--- src/rtl/inv_delay_meter_pkg.sv ---
// Shared types and defaults for the inverter delay meter.
// Kind encoding doubles as the expected output level (rise -> expect 1).
package inv_meter_pkg;

  localparam int DEF_CNT_W   = 8;
  localparam int DEF_TIMEOUT = 200;

  typedef enum logic {
    IDLE    = 1'b0,
    MEASURE = 1'b1
  } state_e;

  typedef enum logic {
    FALL = 1'b0,
    RISE = 1'b1
  } kind_e;

  // An input that rose is followed by an output fall, and vice versa.
  function automatic kind_e kind_from_input(input logic in_level);
    return in_level ? FALL : RISE;
  endfunction

endpackage

--- src/rtl/inv_delay_meter_edge_sample.sv ---
// Single-bit sampler: registered value, previous registered value and change flag.
// The first sample after reset also seeds the previous register, so no false edge appears.
module edge_sample
  import inv_meter_pkg::*;
(
  input  logic clk,
  input  logic rst,
  input  logic d,
  output logic q,
  output logic prev,
  output logic chg
);

  logic cur_q, cur_d;
  logic prev_q, prev_d;
  logic primed_q, primed_d;

  always_comb begin
    cur_d    = d;
    prev_d   = primed_q ? cur_q : d;
    primed_d = 1'b1;
  end

  always_ff @(posedge clk or posedge rst) begin
    if (rst) begin
      cur_q    <= 1'b0;
      prev_q   <= 1'b0;
      primed_q <= 1'b0;
    end else begin
      cur_q    <= cur_d;
      prev_q   <= prev_d;
      primed_q <= primed_d;
    end
  end

  always_comb begin
    q    = cur_q;
    prev = prev_q;
    chg  = cur_q ^ prev_q;
  end

endmodule

--- src/rtl/inv_delay_meter.sv ---
// Measures inverter propagation delay (in clk cycles) from each registered input edge
// to the matching registered output transition; rise and fall results are kept apart.
module inv_delay_meter
  import inv_meter_pkg::*;
#(
  parameter int CNT_W   = DEF_CNT_W,
  parameter int TIMEOUT = DEF_TIMEOUT
) (
  input  logic             clk,
  input  logic             rst,
  input  logic             ctrl,
  input  logic             in_sig,
  input  logic             out_sig,
  output logic [CNT_W-1:0] rise_dly,
  output logic [CNT_W-1:0] fall_dly,
  output logic             meas_valid,
  output logic             meas_is_rise,
  output logic             timeout,
  output logic             overrun,
  output logic             busy
);

  localparam logic [CNT_W-1:0] TIMEOUT_CNT = CNT_W'(TIMEOUT);
  localparam logic [CNT_W-1:0] CNT_MAX     = '1;
  localparam logic [CNT_W-1:0] CNT_ONE     = CNT_W'(1);

  logic in_q, in_prev_unused, in_edge;
  logic out_q, out_prev_unused, out_chg_unused;
  logic ctrl_q, ctrl_prev_unused, ctrl_chg_unused;
  logic out_gated;

  // A disabled inverter drives 0, whatever its output pin shows.
  assign out_gated = out_sig & ctrl;

  edge_sample u_in_smp (
    .clk  (clk),
    .rst  (rst),
    .d    (in_sig),
    .q    (in_q),
    .prev (in_prev_unused),
    .chg  (in_edge)
  );

  edge_sample u_out_smp (
    .clk  (clk),
    .rst  (rst),
    .d    (out_gated),
    .q    (out_q),
    .prev (out_prev_unused),
    .chg  (out_chg_unused)
  );

  edge_sample u_ctrl_smp (
    .clk  (clk),
    .rst  (rst),
    .d    (ctrl),
    .q    (ctrl_q),
    .prev (ctrl_prev_unused),
    .chg  (ctrl_chg_unused)
  );

  state_e           state_q, state_d;
  kind_e            kind_q, kind_d;
  logic [CNT_W-1:0] cnt_q, cnt_d;
  logic [CNT_W-1:0] rise_dly_q, rise_dly_d;
  logic [CNT_W-1:0] fall_dly_q, fall_dly_d;
  logic             is_rise_q, is_rise_d;
  logic             valid_q, valid_d;
  logic             timeout_q, timeout_d;
  logic             overrun_q, overrun_d;

  kind_e            kind_new, cap_kind;
  logic             exp_new, exp_cur, cap_en;
  logic [CNT_W-1:0] cap_val;

  always_ff @(posedge clk or posedge rst) begin
    if (rst) begin
      state_q    <= IDLE;
      kind_q     <= FALL;
      cnt_q      <= '0;
      rise_dly_q <= '0;
      fall_dly_q <= '0;
      is_rise_q  <= 1'b0;
      valid_q    <= 1'b0;
      timeout_q  <= 1'b0;
      overrun_q  <= 1'b0;
    end else begin
      state_q    <= state_d;
      kind_q     <= kind_d;
      cnt_q      <= cnt_d;
      rise_dly_q <= rise_dly_d;
      fall_dly_q <= fall_dly_d;
      is_rise_q  <= is_rise_d;
      valid_q    <= valid_d;
      timeout_q  <= timeout_d;
      overrun_q  <= overrun_d;
    end
  end

  always_comb begin
    state_d    = state_q;
    kind_d     = kind_q;
    cnt_d      = cnt_q;
    rise_dly_d = rise_dly_q;
    fall_dly_d = fall_dly_q;
    is_rise_d  = is_rise_q;
    valid_d    = 1'b0;
    timeout_d  = 1'b0;
    overrun_d  = 1'b0;
    cap_en     = 1'b0;
    cap_kind   = kind_q;
    cap_val    = '0;
    kind_new   = kind_from_input(in_q);
    exp_new    = (kind_new == RISE);
    exp_cur    = (kind_q == RISE);

    case (state_q)
      IDLE: begin
        if (in_edge && ctrl_q) begin
          if (out_q == exp_new) begin
            cap_en   = 1'b1;
            cap_kind = kind_new;
          end else begin
            state_d = MEASURE;
            kind_d  = kind_new;
            cnt_d   = CNT_ONE;
          end
        end
      end
      MEASURE: begin
        if (!ctrl_q) begin
          state_d = IDLE;
        end else if (out_q == exp_cur) begin
          cap_en   = 1'b1;
          cap_kind = kind_q;
          cap_val  = cnt_q;
          // A coinciding input edge opens the next measurement right away.
          if (in_edge) begin
            kind_d = kind_new;
            cnt_d  = CNT_ONE;
          end else begin
            state_d = IDLE;
          end
        end else if (in_edge) begin
          overrun_d = 1'b1;
          kind_d    = kind_new;
          cnt_d     = CNT_ONE;
        end else if (cnt_q == TIMEOUT_CNT) begin
          timeout_d = 1'b1;
          state_d   = IDLE;
        end else if (cnt_q != CNT_MAX) begin
          cnt_d = cnt_q + CNT_ONE;
        end
      end
      default: state_d = IDLE;
    endcase

    if (cap_en) begin
      valid_d   = 1'b1;
      is_rise_d = (cap_kind == RISE);
      if (cap_kind == RISE) rise_dly_d = cap_val;
      else                  fall_dly_d = cap_val;
    end
  end

  always_comb begin
    busy         = (state_q == MEASURE);
    rise_dly     = rise_dly_q;
    fall_dly     = fall_dly_q;
    meas_valid   = valid_q;
    meas_is_rise = is_rise_q;
    timeout      = timeout_q;
    overrun      = overrun_q;
  end

endmodule

--- config.mk ---
export PLATFORM = sky130hd
export DESIGN_NAME = inv_delay_meter
export DESIGN_NICKNAME = d
export VERILOG_FILES = /design/src/rtl/inv_delay_meter_pkg.sv /design/src/rtl/inv_delay_meter_edge_sample.sv /design/src/rtl/inv_delay_meter.sv
export SDC_FILE = /design/constraint.sdc
export NUM_CORES = 1
export LEC_CHECK = 0
export CELL_PAD_IN_SITES_DETAIL_PLACEMENT = 1
export CELL_PAD_IN_SITES_GLOBAL_PLACEMENT = 1
export CORE_ASPECT_RATIO = 1.5
export CORE_MARGIN = 4
export CORE_UTILIZATION = 44
export CTS_BUF_LIST = sky130_fd_sc_hd__clkbuf_16
export DETAILED_ROUTE_END_ITERATION = 8
export GPL_ROUTABILITY_DRIVEN = 1
export PLACE_DENSITY = 0.87
export SETUP_SLACK_MARGIN = 0.15
export SLEW_MARGIN = 30
export SYNTH_ARGS = -nofsm -noshare
export SYNTH_HDL_FRONTEND = slang
export SYNTH_SLANG_ARGS = --single-unit
--- constraint.sdc ---
create_clock -name clk -period 5.5 [get_ports clk]
set_input_delay 1.1 -clock clk [delete_from_list [all_inputs] [get_ports clk]]
set_output_delay 1.1 -clock clk [all_outputs]
set_load 0.01 [all_outputs]
Yosys cells after proc, flatten, opt, wreduce, memory -nomap -nowiden

Cells that the tools add are included.

Add/sub/neg operators: 1
Multiply operators: 0
Div/mod/pow operators: 0
Order comparisons: 0
Eq/ne operators: 11
Shifts and indexed selects: 0
Multiplexer cells: 44
Bitwise logic cells: 4
Reductions and logical operators: 5

Operators with widths:

| operator              | count |
|---|---|
| $mux W8               | 11 |
| $mux W1               | 28 |
| $pmux W8 S2           | 1 |
| $add A8 B1 Y8 const B | 1 |
| $eq A8 B8 Y1 const B  | 1 |
| $ne A8 B8 Y1 const B  | 1 |
| $pmux W1 S2           | 4 |
| $ne A2 B2 Y1 const B  | 3 |
| $ne A3 B3 Y1 const B  | 2 |
| $reduce_and A6 Y1     | 1 |
| $reduce_and A2 Y1     | 2 |
| $reduce_and A4 Y1     | 1 |
| $ne A3 B2 Y1 const B  | 1 |
| $eq A1 B1 Y1          | 2 |
| $ne A2 B1 Y1 const B  | 1 |
| $not A1 Y1            | 2 |
| $and A1 B1 Y1         | 1 |
| $logic_and A1 B1 Y1   | 1 |
| $xor A1 B1 Y1         | 1 |

Flip-flop bits (word level): 35
Bits in latches: 0
Bits in writable memories: 0
Bits in read-only memories: 0
Input port bits: 5
Output and inout port bits: 21
Logic and storage cells: 79
Memories: 0

Longest topological paths before layout

Word-level depth: 7
Gate-level depth with buffers: 7

Hierarchy

From an unflattened synthesis, not the netlist that was laid out.

Cell total of the unflattened synthesis: 147
Area, all modules: 1,702.9 um2

By module, submodules not included:

| module          | times used | cells each | area each (um2) | sequential area each (um2) |
|---|---|---|---|---|
| inv_delay_meter | 1          | 126        | 1,383.8         | 750.7 |
| edge_sample     | 3          | 7          | 106.4           | 75.1 |

Worst setup path before layout

Ideal clock, no wire load.

Kind: register -> register
Start: reg cnt_q[0]
End: reg cnt_q[3]
Arrival: 1.816 ns
Required time: 5.408 ns
Slack: 3.592 ns
Cell stages (with the launch flop): 7
Buffers on the path: 1
Period minus slack after synthesis: 1.908 ns
Cell sequence: dfrtp_1 > ha_1 > and3_1 > and4_1 > or4_1 > buf_2 > o31ai_2

Cells in the longest elaborated chain, start to end: 7

RTL lines:

| item                   | RTL line               | text |
|---|---|---|
| start, declared        | inv_delay_meter.sv:64  | `logic [CNT_W-1:0] cnt_q, cnt_d;` |
| start signal, assigned | inv_delay_meter.sv:90  | `cnt_q <= cnt_d;` |
| $add A8 B1 Y8          | inv_delay_meter.sv:152 | `cnt_d = cnt_q + CNT_ONE;` |
| $mux W8                | inv_delay_meter.sv:151 | `end else if (cnt_q != CNT_MAX) begin` |
| $mux W8                | inv_delay_meter.sv:148 | `end else if (cnt_q == TIMEOUT_CNT) begin` |
| $mux W8                | inv_delay_meter.sv:144 | `end else if (in_edge) begin` |
| $mux W8                | inv_delay_meter.sv:133 | `end else if (out_q == exp_cur) begin` |
| $mux W8                | inv_delay_meter.sv:131 | `if (!ctrl_q) begin` |
| $pmux W8 S2            | inv_delay_meter.sv:117 | `case (state_q)` |

Several ways; a longest one is shown, not always the timed one. The select of a mux whose other input is x is not followed.
A chain may end at the register's enable or synchronous reset.

Worst setup path after layout

Start: reg state_q, in the netlist busy
End: out busy

RTL lines:

| item                   | RTL line              | text |
|---|---|---|
| start, declared        | inv_delay_meter.sv:62 | `state_e state_q, state_d;` |
| start signal, assigned | inv_delay_meter.sv:88 | `state_q <= state_d;` |
| end, declared          | inv_delay_meter.sv:20 | `output logic busy` |

No word-level cell between the ends.

==> metrics.md <==
| Metric | Value |
|---|---|
| RSZ-0062 raised after global routing | `no` |
| Final setup violation count | `0` |
| Setup crit start kind | `flip-flop` |
| CP endpoint kind | `output pin` |
| Fin nets | `around 170` |
| CTS tree | `yes` |
| R2R Path End | `cnt_q[7]` |
| # Post-CTS Setup Buffers | `0` |
| CP endpoint | `busy` |
| Max_cap viols | `0` |
| CTS Hold Bufs | `0` |
| Power density over cell area | `about 330 nW/um^2` |
| Top FF cell, synth | `dfrtp_1` |
| Synth area leaders | `dfrtp_1 (58%), a22o_1 (9.3%), o21ai_1 (2.7%), nor2_1 (2.0%), o31ai_1 (2.0%)` |
| Largest net degree at the start of global routing | `36` |
| Setup_tns | `0 ns` |
| Synth warn | `0` |
| Overall routing resource usage | `just under 20%` |
| Crit. Startpoint | `busy` |
| Fill cells | `338` |
| Synth area leader | `dfrtp_1` |
| DIE HEIGHT | `roughly 80 um` |
| Arrival time worst endpoint | `approximately 1.4 ns` |
| Total Routed Length | `approximately 3.8 mm` |
| Final-report max-slew violation count | `0` |
| CP top delay family | `buffers and inverters` |
| CTS-repair resized insts | `0` |
| Area of the die | `4440 sq um` |
| Clock skew | `between 0.004 and 0.005 ns` |
| Std-Cell Rows | `25` |
| Fmax | `roughly 400 MHz` |
| Final hold vios | `0` |
| Starting density of the core | `46.72%` |
| Initial antenna violation count | `0` |
| GR Overflow Total | `0` |
| Worst r2r path cells | `4` |
| Post-synth top area share | `about 58%` |
| Crit path depth | `1` |
| Post-DR wirelength/cell | `18.92 um` |
| Antenna diodes | `0` |
| Worst-margin pin slew | `roughly 0.93 ns` |
| Inserted Clock Buffers | `5` |
| Std-Cell Core Area | `around 3200 sq um` |
| Crit Path Category | `reg2out` |
| Clk buf depth | `2` |
| Syn_nets | `approximately 140` |
| Status | `finished, final reports clean` |
| Hold depth | `1` |
| Rel. slew slack | `between 30% and 40%` |
| CTS root buffer | `clkbuf_16` |
| First-pass GRT wire length | `~6.4 mm` |
| Worst Hold Class | `reg2reg` |
| Multi-input combinational cell area | `between 500 and 600 sq um` |
| Worst Path Max Fanout | `8` |
| R2r startpoint | `u_in_smp.q` |
| CP max stage delay | `around 0.6 ns` |
| Ys async rst share | `100.0%` |
| R2R Setup Slk | `approximately 3.2 ns` |
| Synth Register Bits | `35` |
| Crit-path cells | `clkdlybuf4s50_1` |
| Syn_area_per_cell | `approximately 11 sq um` |
| H-tree depth | `2` |
| Final Cycle Share | `between 40% and 50%` |
| Seq/Total Area, Yosys | `roughly 58%` |
| CTS sink count | `35` |
| DR iter-0 viols | `33` |
| GP Congestion | `roughly 0.83` |
| Register cell area after layout | `just under 900 sq um` |
| Final core occ | `between 50 and 60%` |
| Worst-skew pair later-pin latency | `about 0.28 ns` |
| I/O Buffers | `25` |
| Share of layout cells above drive strength 1 | `under 10%` |
| Post-DP HPWL | `approximately 2.7 mm` |
| Post-layout minimum cycle time | `~2.4 ns` |
| Synthesized instance count | `~130` |
| CP Data Required Time | `4.40 ns` |
| Vias per inst | `5.809` |
| Netlist Area Pre-Place | `about 1500 sq um` |
| DR vias | `roughly 1200` |
| Post-synth EDFFs | `0` |
| Distinct cells, synth | `37` |
| DRT antenna net count | `0` |
| Clk slew on worst S/H paths | `about 0.05 ns` |
| Vias in the first global route | `between 1000 and 1500` |
| Crit path buffers/inverters | `1` |
| Peak VDD IR | `0.0002116 V` |
| DRT Pass-1 Iters | `4` |
| I/O Pins | `26` |
| Slowest stage cell, crit path | `clkdlybuf4s50_1` |
| Die width | `~56 um` |
| P&R area growth vs syn | `27.76%` |
| Lkg Pwr | `approximately 0.86 nW` |
| Final routed DRC violation total | `0` |
==> synthesized netlist by cell type (2+ instances only) <==
cell,count
o21ai_1,8
ha_1,2
inv_1,6
nand2b_1,3
a21oi_1,3
o31ai_1,4
dfrtp_1,35
and4_1,2
o21ai_0,3
and3_1,2
nand3_1,5
nor2_1,8
a22o_1,16
and2_1,3
nand2_1,6
buf_2,4
==> power breakdown <==
group          leakage, nW  internal, mW  switching, mW
logic                0.324        0.0406         0.0432
registers            0.466         0.274         0.0173
clock network       0.0671         0.163          0.102
==> area by class of cell <==
type,instances,area share (%)
sequential,35,45.54
multi-input combinational,85,30.32
timing repair buffer,26,13.40
clock buffer,5,6.506
tap,40,2.602
inverter,6,1.171
clock inverter,2,0.4554
==> per-layer routing <==
layer  vias to the layer above  wire length [um]  GRT usage [%]
li1                        526                 -              -
met1                       591              1356          18.83
met2                        29              2167          36.49
met3                        10               157          5.016
met4                         0                85          9.976
met5                         -                 0              0
==> state kept, by name (all words and copies together), names as in the netlist <==
name and cells:
cnt_q 8, fall_dly 8, rise_dly 8, busy 1
exp_cur 1, meas_is_rise 1, meas_valid 1, overrun 1
timeout 1, u_ctrl_smp.q 1, u_in_smp.prev 1, u_in_smp.primed_q 1
u_in_smp.q 1, u_out_smp.q 1
==> kinds of logic (layout without fill, tap and decap cells) <==
kind of cell             after synthesis  in the layout  synth area share, %
buffers and inverters                 11             39                3.075
adder cells (fa/ha/maj)                2              2                1.662
AND/OR/NAND/NOR                       37             37                13.55
XOR/XNOR                               3              3                2.245
flip-flops                            35             35                58.19
multiplexers                           3              3                2.161
AO/OA/AOI/OAI                         39             39                18.87
other                                  1              1               0.2491
==> worst min path at each step <==
stage	start	to	slack (ns)
2_1_floorplan	u_in_smp.primed_q	u_in_smp.prev	0.48
3_3_place_gp	meas_is_rise	meas_is_rise	0.48
3_5_place_dp	rise_dly[7]	rise_dly[7]	0.49
4_1_cts	rise_dly[7]	rise_dly[7]	0.51
5_1_grt	meas_is_rise	meas_is_rise	0.52
6_report	rise_dly[2]	rise_dly[2]	0.50
==> per-stage QoR <==
| stage | std cells | hold slack, ns | power, mW | worst slack, ns | cell area [sq um] |
|---|---|---|---|---|---|
| 2_1_floorplan | 131 | 0.4773 | 0.3380 | 3.592 | 1505 |
| 3_3_place_gp | 192 | 0.4752 | 0.3752 | 3.387 | 1789 |
| 3_5_place_dp | 192 | 0.4916 | 0.3798 | 3.275 | 1789 |
| 4_1_cts | 199 | 0.5061 | 0.6437 | 3.057 | 1923 |
| 5_1_grt | 199 | 0.5240 | 0.6672 | 3.005 | 1923 |
| 6_report | 199 | 0.5005 | 0.6396 | 3.050 | 1923 |
==> placed cells by master, fill, tap and decap left out, types with 2 or more instances in the layout <==
cell type and n:
a22o_1 16, nand3_1 5, nand2_1 6, o31ai_1 4, o21ai_1 8, and4_1 2, clkbuf_16 5, nand2b_1 3
nor2_1 8, ha_1 2, and3_1 2, a21oi_1 3, inv_1 6, clkdlybuf4s50_1 25, dfrtp_1 35, o21ai_0 3
and2_1 3
Note: power is estimated with default switching activity, not from simulation.
